==> src/rtl/vga_timing_gen.sv <==
// vga_timing_gen: parametrised VGA raster generator with sync, data-enable,
// pixel coordinates, line/frame markers, a frame counter and four test patterns.
module vga_timing_gen #(
    parameter int unsigned COLOR_BITS = 2,
    parameter int unsigned X_BITS     = 10,
    parameter int unsigned Y_BITS     = 10,
    parameter int unsigned H_ACTIVE   = 640,
    parameter int unsigned H_FRONT    = 16,
    parameter int unsigned H_SYNC     = 96,
    parameter int unsigned H_BACK     = 48,
    parameter int unsigned V_ACTIVE   = 480,
    parameter int unsigned V_FRONT    = 10,
    parameter int unsigned V_SYNC     = 2,
    parameter int unsigned V_BACK     = 33,
    parameter bit          HSYNC_POL  = 1'b0,
    parameter bit          VSYNC_POL  = 1'b0
) (
    input  logic                      vgaClock,
    input  logic                      reset_n,
    input  logic [1:0]                mode,
    input  logic [3*COLOR_BITS-1:0]   fgColor,
    output logic [COLOR_BITS-1:0]     red,
    output logic [COLOR_BITS-1:0]     green,
    output logic [COLOR_BITS-1:0]     blue,
    output logic                      hsync,
    output logic                      vsync,
    output logic                      de,
    output logic [X_BITS-1:0]         x,
    output logic [Y_BITS-1:0]         y,
    output logic                      lineStart,
    output logic                      frameStart,
    output logic [7:0]                frameCount
);

    localparam int unsigned H_TOTAL = H_ACTIVE + H_FRONT + H_SYNC + H_BACK;
    localparam int unsigned V_TOTAL = V_ACTIVE + V_FRONT + V_SYNC + V_BACK;

    localparam logic [X_BITS-1:0] H_LAST     = X_BITS'(H_TOTAL - 1);
    localparam logic [X_BITS-1:0] H_ACT      = X_BITS'(H_ACTIVE);
    localparam logic [X_BITS-1:0] H_ACT_LAST = X_BITS'(H_ACTIVE - 1);
    localparam logic [X_BITS-1:0] HS_FIRST   = X_BITS'(H_ACTIVE + H_FRONT);
    localparam logic [X_BITS-1:0] HS_LAST    = X_BITS'(H_ACTIVE + H_FRONT + H_SYNC - 1);
    localparam logic [X_BITS-1:0] BAR_W      = X_BITS'(H_ACTIVE / 8);

    localparam logic [Y_BITS-1:0] V_LAST     = Y_BITS'(V_TOTAL - 1);
    localparam logic [Y_BITS-1:0] V_ACT      = Y_BITS'(V_ACTIVE);
    localparam logic [Y_BITS-1:0] V_ACT_LAST = Y_BITS'(V_ACTIVE - 1);
    localparam logic [Y_BITS-1:0] VS_FIRST   = Y_BITS'(V_ACTIVE + V_FRONT);
    localparam logic [Y_BITS-1:0] VS_LAST    = Y_BITS'(V_ACTIVE + V_FRONT + V_SYNC - 1);

    logic [X_BITS-1:0]       hc_q, hc_d;
    logic [Y_BITS-1:0]       vc_q, vc_d;
    logic [1:0]              mode_q;
    logic [3*COLOR_BITS-1:0] fg_q;
    logic                    started_q;

    logic                    at_origin, active, in_hsync, in_vsync;
    logic [1:0]              mode_eff;
    logic [3*COLOR_BITS-1:0] fg_eff;
    logic [2:0]              bar;
    logic                    checker_on, border_on;
    logic [COLOR_BITS-1:0]   fg_r, fg_g, fg_b;
    logic [COLOR_BITS-1:0]   red_d, green_d, blue_d;

    // Raster counter next state: hc wraps every line, vc advances on hc wrap.
    always_comb begin
        hc_d = hc_q + 1'b1;
        vc_d = vc_q;
        if (hc_q == H_LAST) begin
            hc_d = '0;
            vc_d = (vc_q == V_LAST) ? '0 : vc_q + 1'b1;
        end
    end

    // Decode of the current raster position and pattern selection.
    always_comb begin
        at_origin = (hc_q == '0) && (vc_q == '0);
        active    = (hc_q < H_ACT) && (vc_q < V_ACT);
        in_hsync  = (hc_q >= HS_FIRST) && (hc_q <= HS_LAST);
        in_vsync  = (vc_q >= VS_FIRST) && (vc_q <= VS_LAST);
        // At the origin the freshly captured inputs drive pixel (0,0) directly.
        mode_eff  = at_origin ? mode    : mode_q;
        fg_eff    = at_origin ? fgColor : fg_q;
        fg_r      = fg_eff[3*COLOR_BITS-1 -: COLOR_BITS];
        fg_g      = fg_eff[2*COLOR_BITS-1 -: COLOR_BITS];
        fg_b      = fg_eff[COLOR_BITS-1:0];
        bar       = 3'(hc_q / BAR_W);
        checker_on = ((((32'(hc_q) ^ 32'(vc_q)) >> 5) & 32'd1) == 32'd0);
        border_on = (hc_q == '0) || (hc_q == H_ACT_LAST) ||
                    (vc_q == '0) || (vc_q == V_ACT_LAST);
        red_d     = '0;
        green_d   = '0;
        blue_d    = '0;
        if (active) begin
            case (mode_eff)
                2'd0: begin
                    red_d = fg_r; green_d = fg_g; blue_d = fg_b;
                end
                2'd1: begin
                    red_d   = {COLOR_BITS{bar[2]}};
                    green_d = {COLOR_BITS{bar[1]}};
                    blue_d  = {COLOR_BITS{bar[0]}};
                end
                2'd2: if (checker_on) begin
                    red_d = fg_r; green_d = fg_g; blue_d = fg_b;
                end
                default: if (border_on) begin
                    red_d = fg_r; green_d = fg_g; blue_d = fg_b;
                end
            endcase
        end
    end

    // Horizontal and vertical raster counters.
    always_ff @(posedge vgaClock or negedge reset_n) begin
        if (!reset_n) begin
            hc_q <= '0;
            vc_q <= '0;
        end else begin
            hc_q <= hc_d;
            vc_q <= vc_d;
        end
    end

    // Shadow copies of mode/colour, refreshed only at the start of a frame.
    always_ff @(posedge vgaClock or negedge reset_n) begin
        if (!reset_n) begin
            mode_q <= '0;
            fg_q   <= '0;
        end else if (at_origin) begin
            mode_q <= mode;
            fg_q   <= fgColor;
        end
    end

    // Registered outputs, all one clock behind the raster counters.
    always_ff @(posedge vgaClock or negedge reset_n) begin
        if (!reset_n) begin
            red        <= '0;
            green      <= '0;
            blue       <= '0;
            hsync      <= ~HSYNC_POL;
            vsync      <= ~VSYNC_POL;
            de         <= 1'b0;
            x          <= '0;
            y          <= '0;
            lineStart  <= 1'b0;
            frameStart <= 1'b0;
        end else begin
            red        <= red_d;
            green      <= green_d;
            blue       <= blue_d;
            hsync      <= in_hsync ? HSYNC_POL : ~HSYNC_POL;
            vsync      <= in_vsync ? VSYNC_POL : ~VSYNC_POL;
            de         <= active;
            x          <= active ? hc_q : '0;
            y          <= active ? vc_q : '0;
            lineStart  <= (hc_q == '0) && (vc_q < V_ACT);
            frameStart <= at_origin;
        end
    end

    // Completed-frame counter; the first frame start after reset is not counted.
    always_ff @(posedge vgaClock or negedge reset_n) begin
        if (!reset_n) begin
            frameCount <= '0;
            started_q  <= 1'b0;
        end else if (at_origin) begin
            if (started_q) begin
                frameCount <= frameCount + 8'd1;
            end
            started_q <= 1'b1;
        end
    end

endmodule

==> config.mk <==
export PLATFORM = sky130hd
export DESIGN_NAME = vga_timing_gen
export DESIGN_NICKNAME = d
export VERILOG_FILES = /design/src/rtl/vga_timing_gen.sv
export SDC_FILE = /design/constraint.sdc
export NUM_CORES = 1
export LEC_CHECK = 0
export BUFFER_PORTS_ARGS = -buffer_cell sky130_fd_sc_hd__clkbuf_2
export CAP_MARGIN = 10
export CORE_UTILIZATION = 40
export CTS_CLUSTER_SIZE = 30
export DETAILED_ROUTE_END_ITERATION = 8
export GPL_TIMING_DRIVEN = 1
export PLACE_DENSITY = 0.7
export SETUP_SLACK_MARGIN = 0.1
export SLEW_MARGIN = 40
export SYNTH_ARGS = -nofsm -noshare
export SYNTH_HDL_FRONTEND = slang
export SYNTH_SLANG_ARGS = --single-unit
==> constraint.sdc <==
create_clock -name vgaClock -period 2.7 [get_ports vgaClock]
set_clock_uncertainty 0.15 [all_clocks]
set_input_delay 0.27 -clock vgaClock [delete_from_list [all_inputs] [get_ports vgaClock]]
set_output_delay 0.27 -clock vgaClock [all_outputs]
set_load 0.02 [all_outputs]
==> impl_results.md, run 1 <==
* Status: finished, final reports clean
* Dominant synthesized flop cell: dfrtp_1
* Drc violations at 0
* Worst hold path startpoint: fgColor[0]
* Total negative slack at 0 ns
* Final setup violation count at 0
* Max-cap viol count at 0
* Power Dens Cells at 496 nW/um^2
* Commonest non-fill, non-tap cell in the layout: dfrtp_1
* Synth async-reset ratio at 1.00
* Commonest non-fill, non-tap cells in the layout: 66 x dfrtp_1, 47 x clkbuf_2, 23 x nand2_1
* Worst Path Max Fanout at 6
* Vias in the first global route at 2145
* Max clock buf depth at 2
* Lkg Pwr at 1.79 nW
* Total track usage at 0.160
* Final hold vios at 0
* Die area at 8060 sq um
* Data arrival, critical path at 2.50 ns
* Slew margin rel. at 0.549
* CTS H-tree depth at 3
* Average wire per standard cell at 13.5 um
* Synth warn at 0
* First-pass GRT wire length at 10.1 mm
* Sequential cell area at 1700 sq um
* Least-Margin Pin Slew at 0.676 ns
* Chip height at 89.8 um
* Max Transition Viols Final at 0
* Layout cells sized above 1 at 0.247
* Largest net degree at the start of global routing at 31
* Worst hold path class: input port to flip-flop
* Worst Path Required at 2.81 ns
* Initial core utilization at 0.420
* I/O Buffers at 48
* Final WL at 5.88 mm
* Worst slack, placed at 0.334 ns
* Mapped Area at 3080 sq um
* Initial antenna violation count at 0
* Vias at 2151
* Maximum vdd drop at 0.000175 V
* Achievable frequency at 0.418 GHz
* RePlAce Congestion at 0.837
* Diodes inserted at 0
* Gate Count Post-Synth at 279
* Multi-input gate area at 1260 sq um
* Sequential element share of the synthesized area at 0.553
* Clock slew at reported path FFs at 0.07 ns
* HPWL after detailed placement at 4.18 mm
* Root Buffer: clkbuf_8
* Post-Syn Nets at 295
* Antenna Violating Nets Remaining at 0
* First drt pass iteration count at 4
* Starting DRT DRC Count at 183
* Core footprint at 7330 sq um
* CTS Sinks at 68
* Total CTS buffers at 9
* Final worst path period share at 0.886
* Via/cell ratio at 4.94
* IO Count at 49
* FF+latch count, synth at 68
* Post-layout min period at 2.39 ns
* CTS tree: yes
* Post-synth EDFFs at 0
* Fill cell count at 695
* Area Growth Syn to Fin at 16.0%
* Final nets at 348
* Die Width at 89.8 um
* Site row count at 31
* Average cell area after synthesis at 11.0 sq um
* Grt ovf at 0
* Setup crit start kind: flip-flop
* Worst R2R Start: hc_q[0]$_DFF_PN0_
* Kind of critical path: flip-flop to flip-flop
* RSZ-0062 raised after global routing: no
* Setup crit start: hc_q[0]$_DFF_PN0_
* PostCTS Resize Cnt at 0
* Worst-Skew Late Latency at 0.34 ns
* Crit end category: flip-flop
* Synth cell types at 50
* Setup ws final at 0.309 ns
==> sequential cells by signal (all words and copies together) (netlist names), 6 cells and up <==
| signal | count |
|---|---|
| vc_q | 10 |
| y | 10 |
| frameCount | 8 |
| hc_q | 10 |
| fg_q | 6 |
| x | 10 |
==> worst max-delay path, stage by stage, from the launching register on <==
cell and delay, ns:
dfrtp_1 0.42, inv_1 0.08, ha_1 0.15, nor3b_1 0.24, nand4_1 0.21, nor2_2 0.31, mux2_2 0.42, a2bb2oi_4 0.20
o21ai_1 0.15
==> worst paths after layout <==
kind,endpoint,slack (ns),depth (start not counted)
max,green[0]$_DFF_PN0_,0.31,8
min,fg_q[0]$_DFF_PN0_,0.03,2
max reg2reg,green[0]$_DFF_PN0_,0.31,8
min reg2reg,started_q$_DFFE_PN0P_,0.31,1
max in group asynchronous,fg_q[2]$_DFF_PN0_,1.28,3
min in group asynchronous,red[0]$_DFF_PN0_,0.36,2
==> kinds of logic (layout without fill, tap and decap cells) <==
family                   after synthesis  count (layout)  synth area share
AO/OA/AOI/OAI                         38              38            0.0816
XOR/XNOR                              18              18            0.0512
buffers and inverters                 22              79            0.0365
flip-flops                            68              68             0.553
other                                  1               1           0.00122
multiplexers                          11              11            0.0394
AND/OR/NAND/NOR                      114             114             0.210
adder cells (fa/ha/maj)                7               7            0.0276
==> metal layers <==
metal | part of all wire | up-vias | global-route usage | wire length (um)
li1 | - | 1051 | - | -
met3 | 0.036 | 10 | 0.0347 | 212
met2 | 0.47 | 51 | 0.246 | 2740
met4 | 0.023 | 0 | 0.0874 | 135
met5 | 0 | - | 0 | 0
met1 | 0.47 | 1039 | 0.212 | 2790
==> through the flow <==
step | area, sq um | instances | power [mW] | util | hold slack [ns]
2_1_floorplan | 3080 | 279 | 1.08 | - | -0.176
6_report | 3580 | 435 | 1.77 | 0.488 | 0.0310
3_3_place_gp | 3420 | 419 | 1.12 | 0.466 | 0.204
5_1_grt | 3580 | 435 | 1.86 | 0.488 | 0.0188
4_1_cts | 3580 | 435 | 1.80 | 0.488 | 0.0150
3_5_place_dp | 3420 | 419 | 1.12 | 0.466 | 0.206
==> cells in the mapped netlist (all sizes together), types with 4 or more instances <==
cell / number / area share
and2: 19 / 0.039
xnor2: 8 / 0.023
nand4: 4 / 0.0081
buf: 9 / 0.021
and4: 6 / 0.017
inv: 8 / 0.0097
nor2: 18 / 0.023
nor3: 4 / 0.0065
nand3: 12 / 0.021
nor2b: 4 / 0.0081
a21oi: 5 / 0.012
ha: 6 / 0.024
xor2: 10 / 0.028
nand2b: 6 / 0.012
dfrtp: 66 / 0.54
clkbuf: 5 / 0.0061
o21ai: 20 / 0.032
mux2: 9 / 0.033
and3: 8 / 0.017
nand2: 23 / 0.028
==> repair_timing <==
| item | 4_1_cts | 5_1_grt |
|---|---|---|
| hold endpoints to repair | 27 | 0 |
| endpoints found under the setup margin | 0 | 0 |
| hold buffers | 1 | 0 |
| setup buffers | 0 | 0 |
==> power by group <==
| part | switching [mW] | leakage, nW | internal (mW) | total [mW] |
|---|---|---|---|---|
| registers | 0.00396 | 0.882 | 1.03 | 1.03 |
| logic | 0.0425 | 0.828 | 0.0233 | 0.0658 |
| clock network | 0.348 | 0.0800 | 0.324 | 0.673 |
| total | 0.395 | 1.79 | 1.38 | 1.77 |
==> final cells by class <==
class,instances,area share
sequential,68,0.477
timing repair buffer,56,0.0847
tap,99,0.0346
multi-input combinational,189,0.354
clock buffer,12,0.0378
inverter,8,0.00840
clock inverter,3,0.00420
(Power assumes the default switching activity.)
==> inputs of run 2 (changes only) <==
- PLACE_DENSITY: 0.7 -> 0.72
- clock period: 2.7 -> 2 ns (I/O delays scaled with it)
==> run 2 against run 1 <==
Register-to-register slack got worse by 0.31 ns; setup slack lost 0.31 ns; flip-flop and latch count unchanged; total power grew 43%; clock power grew 52%; sequential power is 36% higher; via count rose by 9.8%; critical path type unchanged; first-iteration DRC count is 62% lower.
==> impl_results.md, run 2 (same netlist as run 1, synthesis figures left out) <==
* Total track usage at 0.174
* Area Growth Syn to Fin at 34.1%
* Switching Fraction at 0.215
* Hold Path Sink: mode_q[1]$_DFF_PN0_
* Fin area at 4130 sq um
* Clk network pwr share at 0.404
* Multi-input gate area at 1400 sq um
* Post-layout min period at 2.00 ns
* Max-cap viol count at 0
* Chip height at 89.8 um
* Gate power share at 0.043
* Maximum vdd drop at 0.000349 V
* Commonest non-fill, non-tap cells in the layout: 64 x dfrtp_1, 47 x clkbuf_2, 41 x buf_4
* Die area at 8060 sq um
* Placed insts at 451
* Kind of critical path: flip-flop to flip-flop
* Data arrival, critical path at 2.12 ns
* Final setup violation count at 0
* Diodes inserted at 0
* Vias at 2362
* Starting DRT DRC Count at 70
* Psw at 0.542 mW
* Hold depth at 2
* Commonest non-fill, non-tap cell in the layout: dfrtp_1
* RSZ-0062 raised after global routing: yes
* Root Buffer: clkbuf_8
* Final Util at 0.564
* Via/cell ratio at 4.92
* Status: finished, final reports clean
* Final worst path period share at 0.999
* FF-to-FF path depth at 6
* R2r setup slk at 0.003 ns
* Worst R2R Start: vc_q[8]$_DFFE_PN0N_
* RePlAce Congestion at 0.866
* Largest net degree at the start of global routing at 52
* Antenna Violating Nets Remaining at 0
* Vias in the first global route at 2424
* Fill cell count at 619
* HPWL after detailed placement at 4.55 mm
* CTS H-tree depth at 3
* Final WL at 6.64 mm
* Max clock buf depth at 2
* CTS Sinks at 68
* Part of the power in registers at 0.553
* Lkg Pwr at 2.09 nW
* Non-filler cells in the finished layout at 480
* I/O Buffers at 48
* Initial core utilization at 0.420
* Worst hold path startpoint: mode[1]
* First drt pass iteration count at 4
* Crit end category: flip-flop
* Max Transition Viols Final at 0
* Sequential cell area at 1710 sq um
* Core footprint at 7330 sq um
* Site row count at 31
* Initial antenna violation count at 0
* Placed Area at 3730 sq um
* Total internal power at 1.99 mW
* Achievable frequency at 0.501 GHz
* IO Count at 49
* Worst-Skew Late Latency at 0.34 ns
* Setup crit start kind: flip-flop
* Worst hold path class: input port to flip-flop
* Die Width at 89.8 um
* Final hold vios at 0
* R2R Path End: red[0]$_DFF_PN0_
* Final nets at 393
* Clock slew at reported path FFs at 0.07 ns
* Total CTS buffers at 9
* Power Dens Cells at 612 nW/um^2
* Hold_ws at 0.0124 ns
* Grt ovf at 0
* First-pass GRT wire length at 11.1 mm
* Worst Path Max Fanout at 6
* Drc violations at 0
* Worst Path Required at 2.12 ns
* Layout cells sized above 1 at 0.375
* Average wire per standard cell at 13.8 um
* CTS tree: yes
[run 2: cell count changes in the layout (fill, tap and decap cells not counted), sizes merged]
cell	change
clkinvlp	+1
buf	+39
clkbuf	+2
clkinv	-3
dlygate4sd3	+6
[run 2: worst max-delay path, stage by stage (launching register included)]
cell and delay [ns]:
dfrtp_1 0.41, nor4_4 0.30, nand4b_1 0.21, nor2_4 0.20, mux2_4 0.33, a2bb2oi_4 0.19
o21ai_1 0.13
[run 2: per-stage QoR]
step / TNS, ns / power, mW / setup slack [ns]
global route: -0.671 / 2.63 / -0.102
detailed placement: -0.0918 / 1.52 / -0.0482
finish: 0 / 2.53 / 0.00270
global placement: 0 / 1.52 / 0.0202
floorplan: 0 / 1.47 / 0.0629
CTS: -0.0664 / 2.56 / -0.0179
[run 2: power by group through the flow]
stage | logic [mW] | clock network, mW | registers [mW]
after floorplan | 0.0329 | 0 | 1.43
after global placement | 0.0978 | 0 | 1.42
final | 0.110 | 1.02 | 1.40
after detailed placement | 0.0997 | 0 | 1.42
after CTS | 0.111 | 1.05 | 1.40
after global routing | 0.122 | 1.11 | 1.40
[run 2: worst max-delay path by stage]
stage / end / slack, ns / startpoint / cells after the start
floorplan: red[1]$_DFF_PN0_ / 0.06 / vc_q[8]$_DFFE_PN0N_ / 7
global placement: frameCount[7]$_DFFE_PN0P_ / 0.02 / vc_q[8]$_DFFE_PN0N_ / 7
detailed placement: frameCount[7]$_DFFE_PN0P_ / -0.05 / vc_q[8]$_DFFE_PN0N_ / 7
CTS: red[1]$_DFF_PN0_ / -0.02 / hc_q[1]$_DFF_PN0_ / 8
global route: blue[1]$_DFF_PN0_ / -0.10 / hc_q[0]$_DFF_PN0_ / 8
finish: red[0]$_DFF_PN0_ / 0.003 / vc_q[8]$_DFFE_PN0N_ / 6
[run 2: cell type report]
| cell class | count | area share |
|---|---|---|
| flip-flops and latches | 68 | 0.413 |
| clock inverters | 1 | 0.00182 |
| well taps | 99 | 0.0300 |
| inverters | 8 | 0.00727 |
| clock buffers | 14 | 0.0418 |
| multi-input cells | 189 | 0.339 |
| repair buffers | 101 | 0.167 |
[run 2: what timing repair did]
action,CTS,global route
setup endpoints to repair,19,24
hold buffers,7,0
resized for setup,12,20
pin swaps,8,7
endpoints found under the hold margin,23,0
setup buffers,2,7
[run 2: metal layers]
layer  up-vias  global-route usage  routed length [um]
li1       1141                   -                   -
met1      1159               0.211                2910
met2        51               0.289                3380
met3        11              0.0271                 204
met4         0               0.113                 146
met5         -                   0                   0
